<file path="src/rtl/dict_hamming_scheduler.sv">
// rtl/dict_hamming_scheduler.sv - round-robin scheduler sharing one serial dict_hamming compressor
// Grants one requester at a time, clears the compressor, streams the block MSB-first,
// waits for done (bounded by TIMEOUT) and returns the result on a valid/ready port.
module dict_hamming_scheduler #(
    parameter int NUM_REQ       = 4,
    parameter int CHUNK_SIZE    = 4,
    parameter int CODEBOOK_SIZE = 8,
    parameter int NUM_CHUNKS    = 4,
    parameter int TIMEOUT       = 64,
    localparam int INDEX_BITS   = $clog2(CODEBOOK_SIZE),
    localparam int BLOCK_BITS   = NUM_CHUNKS * CHUNK_SIZE,
    localparam int OUT_BITS     = NUM_CHUNKS * INDEX_BITS,
    localparam int ID_BITS      = (NUM_REQ > 1) ? $clog2(NUM_REQ) : 1
) (
    input  logic                          clk,
    input  logic                          rst,
    input  logic [NUM_REQ-1:0]            req_valid,
    input  logic [NUM_REQ*BLOCK_BITS-1:0] req_data,
    output logic [NUM_REQ-1:0]            req_ready,
    output logic                          comp_rst_n,
    output logic                          comp_data_in,
    output logic                          comp_data_valid,
    input  logic [OUT_BITS-1:0]           comp_output,
    input  logic                          comp_done,
    output logic                          resp_valid,
    input  logic                          resp_ready,
    output logic [ID_BITS-1:0]            resp_id,
    output logic [OUT_BITS-1:0]           resp_data,
    output logic                          resp_err,
    output logic                          busy
);

    localparam int BCNT_BITS = $clog2(BLOCK_BITS + 1);
    localparam int TCNT_BITS = (TIMEOUT > 1) ? $clog2(TIMEOUT + 1) : 1;

    typedef enum logic [2:0] {
        IDLE  = 3'd0,
        CLEAR = 3'd1,
        SHIFT = 3'd2,
        WAIT  = 3'd3,
        RESP  = 3'd4
    } state_t;

    state_t                state, state_next;
    logic [BLOCK_BITS-1:0] shreg;
    logic [BCNT_BITS-1:0]  bit_cnt;
    logic [TCNT_BITS-1:0]  tcnt;
    logic [ID_BITS-1:0]    rr_ptr;
    logic [ID_BITS-1:0]    grant_idx;
    logic                  grant_found;
    logic                  last_bit;
    logic                  timed_out;

    assign last_bit  = (bit_cnt == BCNT_BITS'(BLOCK_BITS - 1));
    assign timed_out = (tcnt == TCNT_BITS'(TIMEOUT - 1));

    // Round-robin pick: first valid requester at or after rr_ptr, wrapping around
    always_comb begin
        grant_idx   = '0;
        grant_found = 1'b0;
        for (int k = 0; k < NUM_REQ; k++) begin
            if (!grant_found && req_valid[(int'(rr_ptr) + k) % NUM_REQ]) begin
                grant_found = 1'b1;
                grant_idx   = ID_BITS'((int'(rr_ptr) + k) % NUM_REQ);
            end
        end
    end

    // State register
    always_ff @(posedge clk) begin
        if (rst) begin
            state <= IDLE;
        end else begin
            state <= state_next;
        end
    end

    // Next-state and control outputs; everything is forced quiet while rst is high
    always_comb begin
        state_next      = state;
        req_ready       = '0;
        comp_rst_n      = 1'b1;
        comp_data_valid = 1'b0;
        comp_data_in    = 1'b0;
        resp_valid      = 1'b0;
        busy            = (state != IDLE);
        case (state)
            IDLE: begin
                if (grant_found) begin
                    req_ready[grant_idx] = 1'b1;
                    state_next           = CLEAR;
                end
            end
            CLEAR: begin
                comp_rst_n = 1'b0;
                state_next = SHIFT;
            end
            SHIFT: begin
                comp_data_valid = 1'b1;
                comp_data_in    = shreg[BLOCK_BITS-1];
                if (last_bit) begin
                    state_next = WAIT;
                end
            end
            WAIT: begin
                if (comp_done || timed_out) begin
                    state_next = RESP;
                end
            end
            RESP: begin
                resp_valid = 1'b1;
                if (resp_ready) begin
                    state_next = IDLE;
                end
            end
            default: state_next = IDLE;
        endcase
        if (rst) begin
            req_ready       = '0;
            comp_rst_n      = 1'b0;
            comp_data_valid = 1'b0;
            comp_data_in    = 1'b0;
            resp_valid      = 1'b0;
            busy            = 1'b0;
        end
    end

    // Datapath: block capture, serialiser, counters, response capture, rr pointer
    always_ff @(posedge clk) begin
        if (rst) begin
            shreg     <= '0;
            bit_cnt   <= '0;
            tcnt      <= '0;
            rr_ptr    <= '0;
            resp_id   <= '0;
            resp_data <= '0;
            resp_err  <= 1'b0;
        end else begin
            case (state)
                IDLE: begin
                    if (grant_found) begin
                        shreg   <= req_data[grant_idx*BLOCK_BITS +: BLOCK_BITS];
                        resp_id <= grant_idx;
                    end
                end
                CLEAR: begin
                    bit_cnt <= '0;
                    tcnt    <= '0;
                end
                SHIFT: begin
                    shreg   <= {shreg[BLOCK_BITS-2:0], 1'b0};
                    bit_cnt <= bit_cnt + 1'b1;
                end
                WAIT: begin
                    // done has priority over a coincident timeout
                    if (comp_done) begin
                        resp_data <= comp_output;
                        resp_err  <= 1'b0;
                    end else if (timed_out) begin
                        resp_data <= '0;
                        resp_err  <= 1'b1;
                    end else begin
                        tcnt <= tcnt + 1'b1;
                    end
                end
                RESP: begin
                    if (resp_ready) begin
                        rr_ptr <= (resp_id == ID_BITS'(NUM_REQ - 1)) ? '0 : resp_id + 1'b1;
                    end
                end
                default: ;
            endcase
        end
    end

endmodule

</file>
<file path="config.mk">
export PLATFORM = sky130hd
export DESIGN_NAME = dict_hamming_scheduler
export DESIGN_NICKNAME = d
export VERILOG_FILES = /design/src/rtl/dict_hamming_scheduler.sv
export SDC_FILE = /design/constraint.sdc
export NUM_CORES = 1
export LEC_CHECK = 0
export CAP_MARGIN = 20
export CELL_PAD_IN_SITES_DETAIL_PLACEMENT = 0
export CELL_PAD_IN_SITES_GLOBAL_PLACEMENT = 1
export CORE_ASPECT_RATIO = 0.75
export CORE_MARGIN = 1.5
export CORE_UTILIZATION = 45
export CTS_CLUSTER_SIZE = 10
export DETAILED_ROUTE_END_ITERATION = 16
export DONT_BUFFER_PORTS = 1
export HOLD_SLACK_MARGIN = 0.03
export PLACE_DENSITY_LB_ADDON = 0.1
export SETUP_SLACK_MARGIN = 0.3
export SLEW_MARGIN = 25
export SYNTH_ARGS = -nofsm -noshare
export SYNTH_HDL_FRONTEND = slang
export SYNTH_SLANG_ARGS = --single-unit
</file>
<file path="constraint.sdc">
create_clock -name clk -period 2.8 [get_ports clk]
set_input_delay 0.56 -clock clk [delete_from_list [all_inputs] [get_ports clk]]
set_output_delay 0.56 -clock clk [all_outputs]
set_load 0.02 [all_outputs]
</file>
### Word level (Yosys, flattened, before mapping)

Cells that the tools add are included.

* register bits: 48
* bits of input ports: 84
* output and inout port bits: 24
* logic and storage cells: 109

* add/subtract/negate cells: 6
* $lt $le $gt $ge: 6
* eq/ne operators: 13
* shifts and indexed selects: 1
* muxes and demuxes: 49
* bitwise gates (word level): 3
* reductions and logical operators: 23

Operator list (count)
* 64-bit by 7-bit variable part select with 16-bit output: 1
* 16-bit one-hot mux with 2 select lines: 1
* 12-bit two-way mux: 2
* 1-bit two-way mux: 23
* 16-bit two-way mux: 1
* 3-bit one-hot mux with 5 select lines: 1
* 7-bit two-way mux: 2
* 7-bit one-hot mux with 2 select lines: 1
* 3-bit by 4-bit < comparator with 1-bit output (second input constant): 3
* 3-bit two-way mux: 4
* 4-bit two-way mux: 3
* 2-bit inequality test (second input constant): 6
* 2-bit two-way mux: 5
* 5-bit one-hot mux with 2 select lines: 1
* 1-bit binary-select mux with 2-bit select: 4
* 2-bit AND reduction: 4
* 2-bit nonzero test: 4
* 7-bit by 1-bit adder with 7-bit output (second input constant): 1
* 7-bit by 6-bit == test with 1-bit output (second input constant): 1
* 3-bit by 2-bit == test with 1-bit output (second input constant): 2
* 2-bit by 3-bit < comparator with 1-bit output (second input constant): 2
* 2-bit OR reduction: 3
* 5-bit by 1-bit adder with 5-bit output (second input constant): 1
* 5-bit by 4-bit == test with 1-bit output (second input constant): 1
* other kinds (15): 24

### Logic depth before layout (Yosys ltp)

Gate-level depths: netlist (run 1).

* word-level depth: 21
* depth in mapped cells: 7
* depth with buffers taken out: 6

### Least setup slack after synthesis (run 1)

OpenSTA, ideal clock, no wires.

* path type: input -> output
* start point: in req_valid[2]
* end point: out req_ready[0]
* arrival: 1927 ps
* data required time: 2240 ps
* path slack: 313 ps
* stages on the path: 7
* path buffers: 2
* cells stage by stage: or4_1 > clkbuf_2 > nand2_1 > nor2_1 > o21ai_1 > buf_6 > nor2_1

* word-level cells in the longest chain between the ends: 19
* elaborated cells between the ends (all ways): 33
* those cells by class: order compare (2); mux (24); reduce/logical (7)

Ends and longest elaborated chain
* start, declared: RTL line 17 `input logic [NUM_REQ-1:0] req_valid,`
* 1-bit binary-select mux with 2-bit select: RTL line 62 `if (!grant_found && req_valid[(int'(rr_ptr) + k) % NUM_REQ]) begin`
* 1-bit two-way mux (not written as such): RTL line 62
* 1-bit two-way mux: RTL line 62
* 1-bit zero test: RTL line 62
* 1-bit logical AND: RTL line 62
* 1-bit two-way mux: RTL line 62
* 1-bit zero test: RTL line 62
* 1-bit logical AND: RTL line 62
* [3 not listed]
* 2-bit two-way mux: RTL line 62
* 2-bit by 3-bit < comparator with 1-bit output (not written as such) / 2-bit by 1-bit greater-or-equal comparator with 1-bit output (equally long branches): RTL line 90 `req_ready[grant_idx] = 1'b1;`
* 1-bit logical AND (not written as such): RTL line 90
* 1-bit two-way mux (not written as such): RTL line 90
* 1-bit demux with 2-bit select: RTL line 90
* 4-bit two-way mux *: RTL line 89 `if (grant_found) begin`
* 4-bit two-way mux *: RTL line 87 `case (state)`
* 4-bit two-way mux *: RTL line 118 `if (rst) begin`
* end, declared: RTL line 19 `output logic [NUM_REQ-1:0] req_ready,`

Mark *: on every way between the ends. The rest lies on a longest branch, timed or not. The select of a mux whose other input is x is not followed.

### Final worst setup path (run 1)

Ends and elaborated chain as after synthesis.

==> results.sh, run 1 <==
export IMPL_outcome="finished clean"
export IMPL_yosysMostFrequentCell="dfxtp_1"
export IMPL_antenna_left=0
export IMPL_rr_worst_depth=6
export IMPL_antenna_found_initial=0
export IMPL_num_antenna_cells=0
export IMPL_cpLargestDelayFamily="simple AND/OR/NAND/NOR gates"
export IMPL_fin_nets=401
export IMPL_slew_headroom=0.455
export IMPL_overflow=0
export IMPL_num_rows=24
export IMPL_async_flop_share=0
export IMPL_vias=2296
export IMPL_synth_flop_cell="dfxtp_1"
export IMPL_seqPwrFrac=0.430
export IMPL_clkPwrFrac=0.259
export IMPL_ff2ff_setup_slack_ns=0.70
export IMPL_ys_top_cells_by_area="dfxtp_1 36%, mux2i_1 12%, o221ai_1 4.6%"
export IMPL_drive_above_1_share=0.111
export IMPL_leakage_nw=1.21
export IMPL_holdBufCountCts=0
export IMPL_htree_levels=2
export IMPL_total_switching_power_w=0.000716
export IMPL_path_clk_slew_ns=0.09
export IMPL_finalInstanceArea_mm2=0.00293
export IMPL_synth_edf_count=0
export IMPL_first_global_vias=2042
export IMPL_tritoncts_num_buffers=5
export IMPL_firstDrtPassIters=4
export IMPL_finalSetupViolCount=0
export IMPL_combPwrFrac=0.311
export IMPL_grt_pass1_wl_um=10000
export IMPL_max_freq_ghz=0.423
export IMPL_hold_path_class="in -> reg"
export IMPL_crit_buf_inv=1
export IMPL_area_delta_synth_final_pct=10.2
export IMPL_cp_max_fo=5
export IMPL_tightestPinTransition_ns=0.817
export IMPL_synth_common_cells="48 x dfxtp_1, 31 x mux2i_1, 31 x nand2_1, 31 x nor2_1, 15 x a22oi_1"
export IMPL_cp_common_cell="nor2_1"
export IMPL_vias_per_cell=5.86
export IMPL_wire_per_inst_um=15.6
export IMPL_critPathArrivalTime_ns=1.80
export IMPL_crit_chain="or4_1 > nand2_1 > nor2_1 > o21ai_1 > nor2_1 > buf_4"
export IMPL_cp_end_kind="output port"
export IMPL_grt_total_usage=0.195
export IMPL_dpl_hpwl_um=4430
export IMPL_slew_violations=0
export IMPL_io_buffers=0
export IMPL_start_kind="primary input"
export IMPL_grt_max_degree=30
export IMPL_yosys_warnings=0
export IMPL_syn_nets=399
export IMPL_cts_sinks=48
export IMPL_crit_required_ns=2.24
export IMPL_skew_ns=0.00872
export IMPL_r2r_end="shreg[1]$_SDFFE_PP0P_"
export IMPL_root_buffer="clkbuf_8"
export IMPL_drtIter0Drc=153
export IMPL_total_power_w=0.00206
export IMPL_post_synth_cell_area_avg_um2=8.55
export IMPL_drv_cap=0
export IMPL_insertion_delay_ns=0.30
export IMPL_num_io_pins=108
export IMPL_cts_tree="built"
export IMPL_synth_area_leader_cell="dfxtp_1"
export IMPL_rsz0062_at_grt="no"
export IMPL_seq_area_frac_synth=0.361
export IMPL_cts_buffer_depth=2
export IMPL_fp_dieW_um=91.8
export IMPL_peakVddDrop_v=0.000252
export IMPL_powerDensity_mw_per_mm2=705
export IMPL_place_area_mm2=0.00278
export IMPL_slowest_delay_ns=0.57
export IMPL_synthCells=311
export IMPL_syn_area_mm2=0.00266
export IMPL_finalCritPeriodShare=0.844
export IMPL_place_congestion=0.857
export IMPL_final_core_utilization=0.508
export IMPL_holdPathStages=1
export IMPL_final_hold_viol_count=0
export IMPL_synth_seq_cells=48
export IMPL_synth_top_area_share=0.361
export IMPL_ys_types=52
export IMPL_die_h_um=69.6
export IMPL_critPathSlowestCell="or4_1"
export IMPL_path_class="in -> out"
export IMPL_dieArea_mm2=0.00638
export IMPL_min_period_ns=2.36
export IMPL_start_util=0.461
export IMPL_worstHoldStart="rst"
export IMPL_p_sw_frac=0.347
export IMPL_min_to="rr_ptr[0]$_SDFFE_PP0P_"
export IMPL_drt_total_wl_um=6130
export IMPL_tns_ns=0
export IMPL_route_detailed_drc=0
export IMPL_r2r_start="rr_ptr[0]$_SDFFE_PP0P_"
export IMPL_p_int_w=0.00135
export IMPL_core_region_area_mm2=0.00577
timing repair:
| item | in CTS | in global routing |
|---|---|---|
| setup buffers | 0 | 1 |
| setup endpoints to repair | 2 | 5 |
| gates cloned | 0 | 0 |
| resized for setup | 0 | 7 |
| pin swaps | 0 | 1 |
cell type report:
| cell class | count | area (µm²) |
|---|---|---|
| clock inverters | 2 | 38.8 |
| inverters | 10 | 37.5 |
| fillers | 569 | 2840 |
| flip-flops and latches | 48 | 963 |
| repair buffers | 15 | 113 |
| clock buffers | 6 | 82.6 |
| multi-input cells | 233 | 1600 |
| well taps | 78 | 97.6 |
flip-flops by register name, indices dropped and copies added, names as in the netlist:
| register | count |
|---|---|
| rr_ptr | 2 |
| shreg | 16 |
| bit_cnt | 5 |
| resp_err | 1 |
| state | 3 |
| tcnt | 7 |
| resp_data | 12 |
| resp_id | 2 |
per-layer routing:
layer	global-route usage	share of wire
met4	0.0308	0.00049
met3	0.0559	0.056
met1	0.293	0.53
met5	0	0
met2	0.280	0.41
worst max-delay path by stage:
stage | end | from | slack, ns | depth (start not counted)
5_1_grt | req_ready[2] | req_valid[2] | 0.31 | 6
3_3_place_gp | req_ready[3] | req_valid[0] | 0.48 | 5
6_report | req_ready[0] | req_valid[2] | 0.44 | 6
4_1_cts | req_ready[2] | state[0]$_SDFFE_PP0P_ | 0.26 | 5
2_1_floorplan | req_ready[0] | req_valid[2] | 0.31 | 7
3_5_place_dp | shreg[1]$_SDFFE_PP0P_ | req_valid[2] | 0.45 | 7
layout by cell type (no fill, tap or decap), types with 2 or more instances in the layout:
cell / instances
and3_1: 3
or3_1: 6
inv_1: 10
nor3_1: 4
ha_1: 4
buf_4: 15
dfxtp_2: 2
and2_1: 5
a21oi_1: 14
clkbuf_8: 6
o21ai_0: 10
a22oi_1: 14
dfxtp_1: 46
o221ai_1: 14
nor2_1: 28
nand2b_1: 6
nand4_1: 2
a21o_1: 2
mux2i_1: 31
nor2b_1: 3
a22o_1: 13
xor2_1: 2
nand3_1: 9
o211ai_1: 2
xnor2_1: 2
nor2_4: 2
nand2_1: 31
metrics by stage:
step	hold slack, ns	cells	worst slack (ns)
finish	0.313	392	0.436
global route	0.277	392	0.312
CTS	0.303	391	0.262
detailed placement	0.467	383	0.451
global placement	0.462	383	0.484
floorplan	0.453	311	0.313
cell families after synthesis:
group,Yosys count,synth area share
adders and majority gates,4,0.0188
and+or+nand+nor,108,0.194
buffers and inverters,30,0.0489
DFF,48,0.361
xor gates and xnor gates,4,0.0132
muxes,32,0.121
AOI/OAI and AO/OA,85,0.243
power groups by stage:
stage	Combinational (W)	Sequential (W)	Clock, W
after global placement	0.000612	0.000895	0
after CTS	0.000620	0.000882	0.000549
final	0.000641	0.000889	0.000535
after global routing	0.000719	0.000903	0.000590
after floorplan	0.000510	0.000864	0
after detailed placement	0.000615	0.000897	0
Note: power is estimated with default switching activity, not from simulation.
==> run 2: changes to the inputs <==
clock period = 2.4 ns   (was 2.8 ns; I/O delays follow)
==> results.sh, run 2 (synthesized netlist as in run 1, its figures left out) <==
export IMPL_outcome="finished clean"
export IMPL_num_antenna_cells=0
export IMPL_largest_register="shreg"
export IMPL_hold_path_class="in -> reg"
export IMPL_drv_cap=0
export IMPL_route_detailed_drc=0
export IMPL_path_clk_slew_ns=0.10
export IMPL_drtIter0Drc=99
export IMPL_cts_tree="built"
export IMPL_grt_max_degree=30
export IMPL_dpl_hpwl_um=4570
export IMPL_antenna_found_initial=0
export IMPL_finalCritPeriodShare=0.883
export IMPL_overflow=0
export IMPL_fp_dieW_um=91.8
export IMPL_drive_above_1_share=0.162
export IMPL_cp_max_fo=12
export IMPL_max_freq_ghz=0.472
export IMPL_drt_total_wl_um=6150
export IMPL_grt_use_met3=0.0362
export IMPL_crit_required_ns=1.92
export IMPL_insertion_delay_ns=0.30
export IMPL_cts_sinks=48
export IMPL_use_met2=0.291
export IMPL_final_hold_viol_count=0
export IMPL_peakVddDrop_v=0.000314
export IMPL_wire_per_inst_um=15.7
export IMPL_crit_buf_inv=2
export IMPL_slew_violations=0
export IMPL_critPathSlowestCell="dfxtp_4"
export IMPL_path_class="reg -> out"
export IMPL_largest_reg_flops=16
export IMPL_reg_top3="shreg x16, resp_data x12, tcnt x7"
export IMPL_grt_busiest_layer="met1"
export IMPL_cp_common_cell="inv_1"
export IMPL_stdcell_count=392
export IMPL_fin_nets=401
export IMPL_firstDrtPassIters=4
export IMPL_tns_ns=0
export IMPL_root_buffer="clkbuf_8"
export IMPL_skew_ns=0.0109
export IMPL_finalSetupViolCount=0
export IMPL_num_io_pins=108
export IMPL_holdBufCountCts=0
export IMPL_grt_total_usage=0.195
export IMPL_slowest_delay_ns=0.45
export IMPL_mostFrequentLayoutCells="43 x dfxtp_1, 31 x mux2i_1, 29 x nand2_1"
export IMPL_cpLargestDelayFamily="simple AND/OR/NAND/NOR gates"
export IMPL_start_kind="flop"
export IMPL_crit_chain="inv_1 > or3_1 > nand2_1 > inv_1"
export IMPL_powerDensity_mw_per_mm2=773
export IMPL_antenna_left=0
export IMPL_first_global_vias=2159
export IMPL_slew_headroom=0.547
export IMPL_cts_buffer_depth=2
export IMPL_fill_cells=573
export IMPL_tritoncts_num_buffers=5
export IMPL_io_buffers=0
export IMPL_vias=2309
export IMPL_met1_usage=0.292
export IMPL_cp_end_kind="output port"
export IMPL_mostFrequentLayoutCell="dfxtp_1"
export IMPL_htree_levels=2
export IMPL_start_util=0.461
export IMPL_tightestPinTransition_ns=0.674
export IMPL_min_period_ns=2.12
export IMPL_die_h_um=69.6
export IMPL_num_rows=24
export IMPL_critPathArrivalTime_ns=1.64
export IMPL_place_congestion=0.789
export IMPL_rsz0062_at_grt="yes"
export IMPL_leakage_nw=1.21
export IMPL_core_region_area_mm2=0.00577
export IMPL_area_delta_synth_final_pct=13.2
export IMPL_dieArea_mm2=0.00638
export IMPL_vias_per_cell=5.89
export IMPL_dp_cells=382
export IMPL_grt_pass1_wl_um=10200
## run 2: cell count changes in the layout (fill, tap and decap cells not counted), sizes merged
cell,delta
bufinv,-1
clkinvlp,+1
## run 2: worst reg2reg max path, cell delays in order, from the launching register on
cell and delay (ns):
dfxtp_4 0.37, buf_4 0.14, or2b_1 0.23, o2111a_1 0.19, nor2_4 0.21, buf_6 0.27
mux2i_1 0.24, o221ai_1 0.14
## run 2: final cells by class
class	count	area (µm²)	area share
well taps	78	97.6	0.0324
flip-flops and latches	48	972	0.323
clock inverters	2	16.3	0.00540
repair buffers	15	120	0.0399
multi-input cells	233	1690	0.563
inverters	10	37.5	0.0125
clock buffers	6	72.6	0.0241
## run 2: through the flow
stage          utilization  setup WS [ns]  total power [W]  cell area, µm²  hold WS, ns
3_3_place_gp         0.492          0.353          0.00181            2840        0.462
4_1_cts              0.512          0.208          0.00232            2950        0.221
3_5_place_dp         0.492          0.293          0.00181            2840        0.467
5_1_grt              0.522          0.181          0.00247            3010        0.207
2_1_floorplan            -          0.308          0.00165            2740        0.453
6_report             0.522          0.280          0.00233            3010        0.230
## run 2: worst paths after layout
check,cells past startpoint,from,to,slack (ns)
hold reg to reg,1,tcnt[6]$_SDFFE_PP0P_,tcnt[6]$_SDFFE_PP0P_,0.48
setup / recovery,4,state[0]$_SDFFE_PP0P_,comp_rst_n,0.28
hold / removal,1,rst,rr_ptr[1]$_SDFFE_PP0P_,0.23
setup reg to reg,7,rr_ptr[0]$_SDFFE_PP0P_,shreg[8]$_SDFFE_PP0P_,0.49
## run 2: what timing repair did
item	4_1_cts	5_1_grt
setup endpoints to repair	8	8
setup buffers	1	1
pin swaps	1	4
resized for setup	5	15
## run 2: power by group
group	switching [W]	internal, W	leakage [nW]
Combinational	0.000436	0.000339	0.777
Sequential	0.000143	0.000917	0.394
Clock	0.000283	0.000208	0.0414
Total	0.000862	0.00146	1.21
## run 2: routing by layer
metal | part of all wire | wire (µm) | vias to the layer above
met5 | 0 | 0 | -
met4 | 0.0050 | 31 | 0
met3 | 0.060 | 366 | 4
met2 | 0.43 | 2650 | 75
met1 | 0.50 | 3110 | 1077
li1 | - | - | 1153
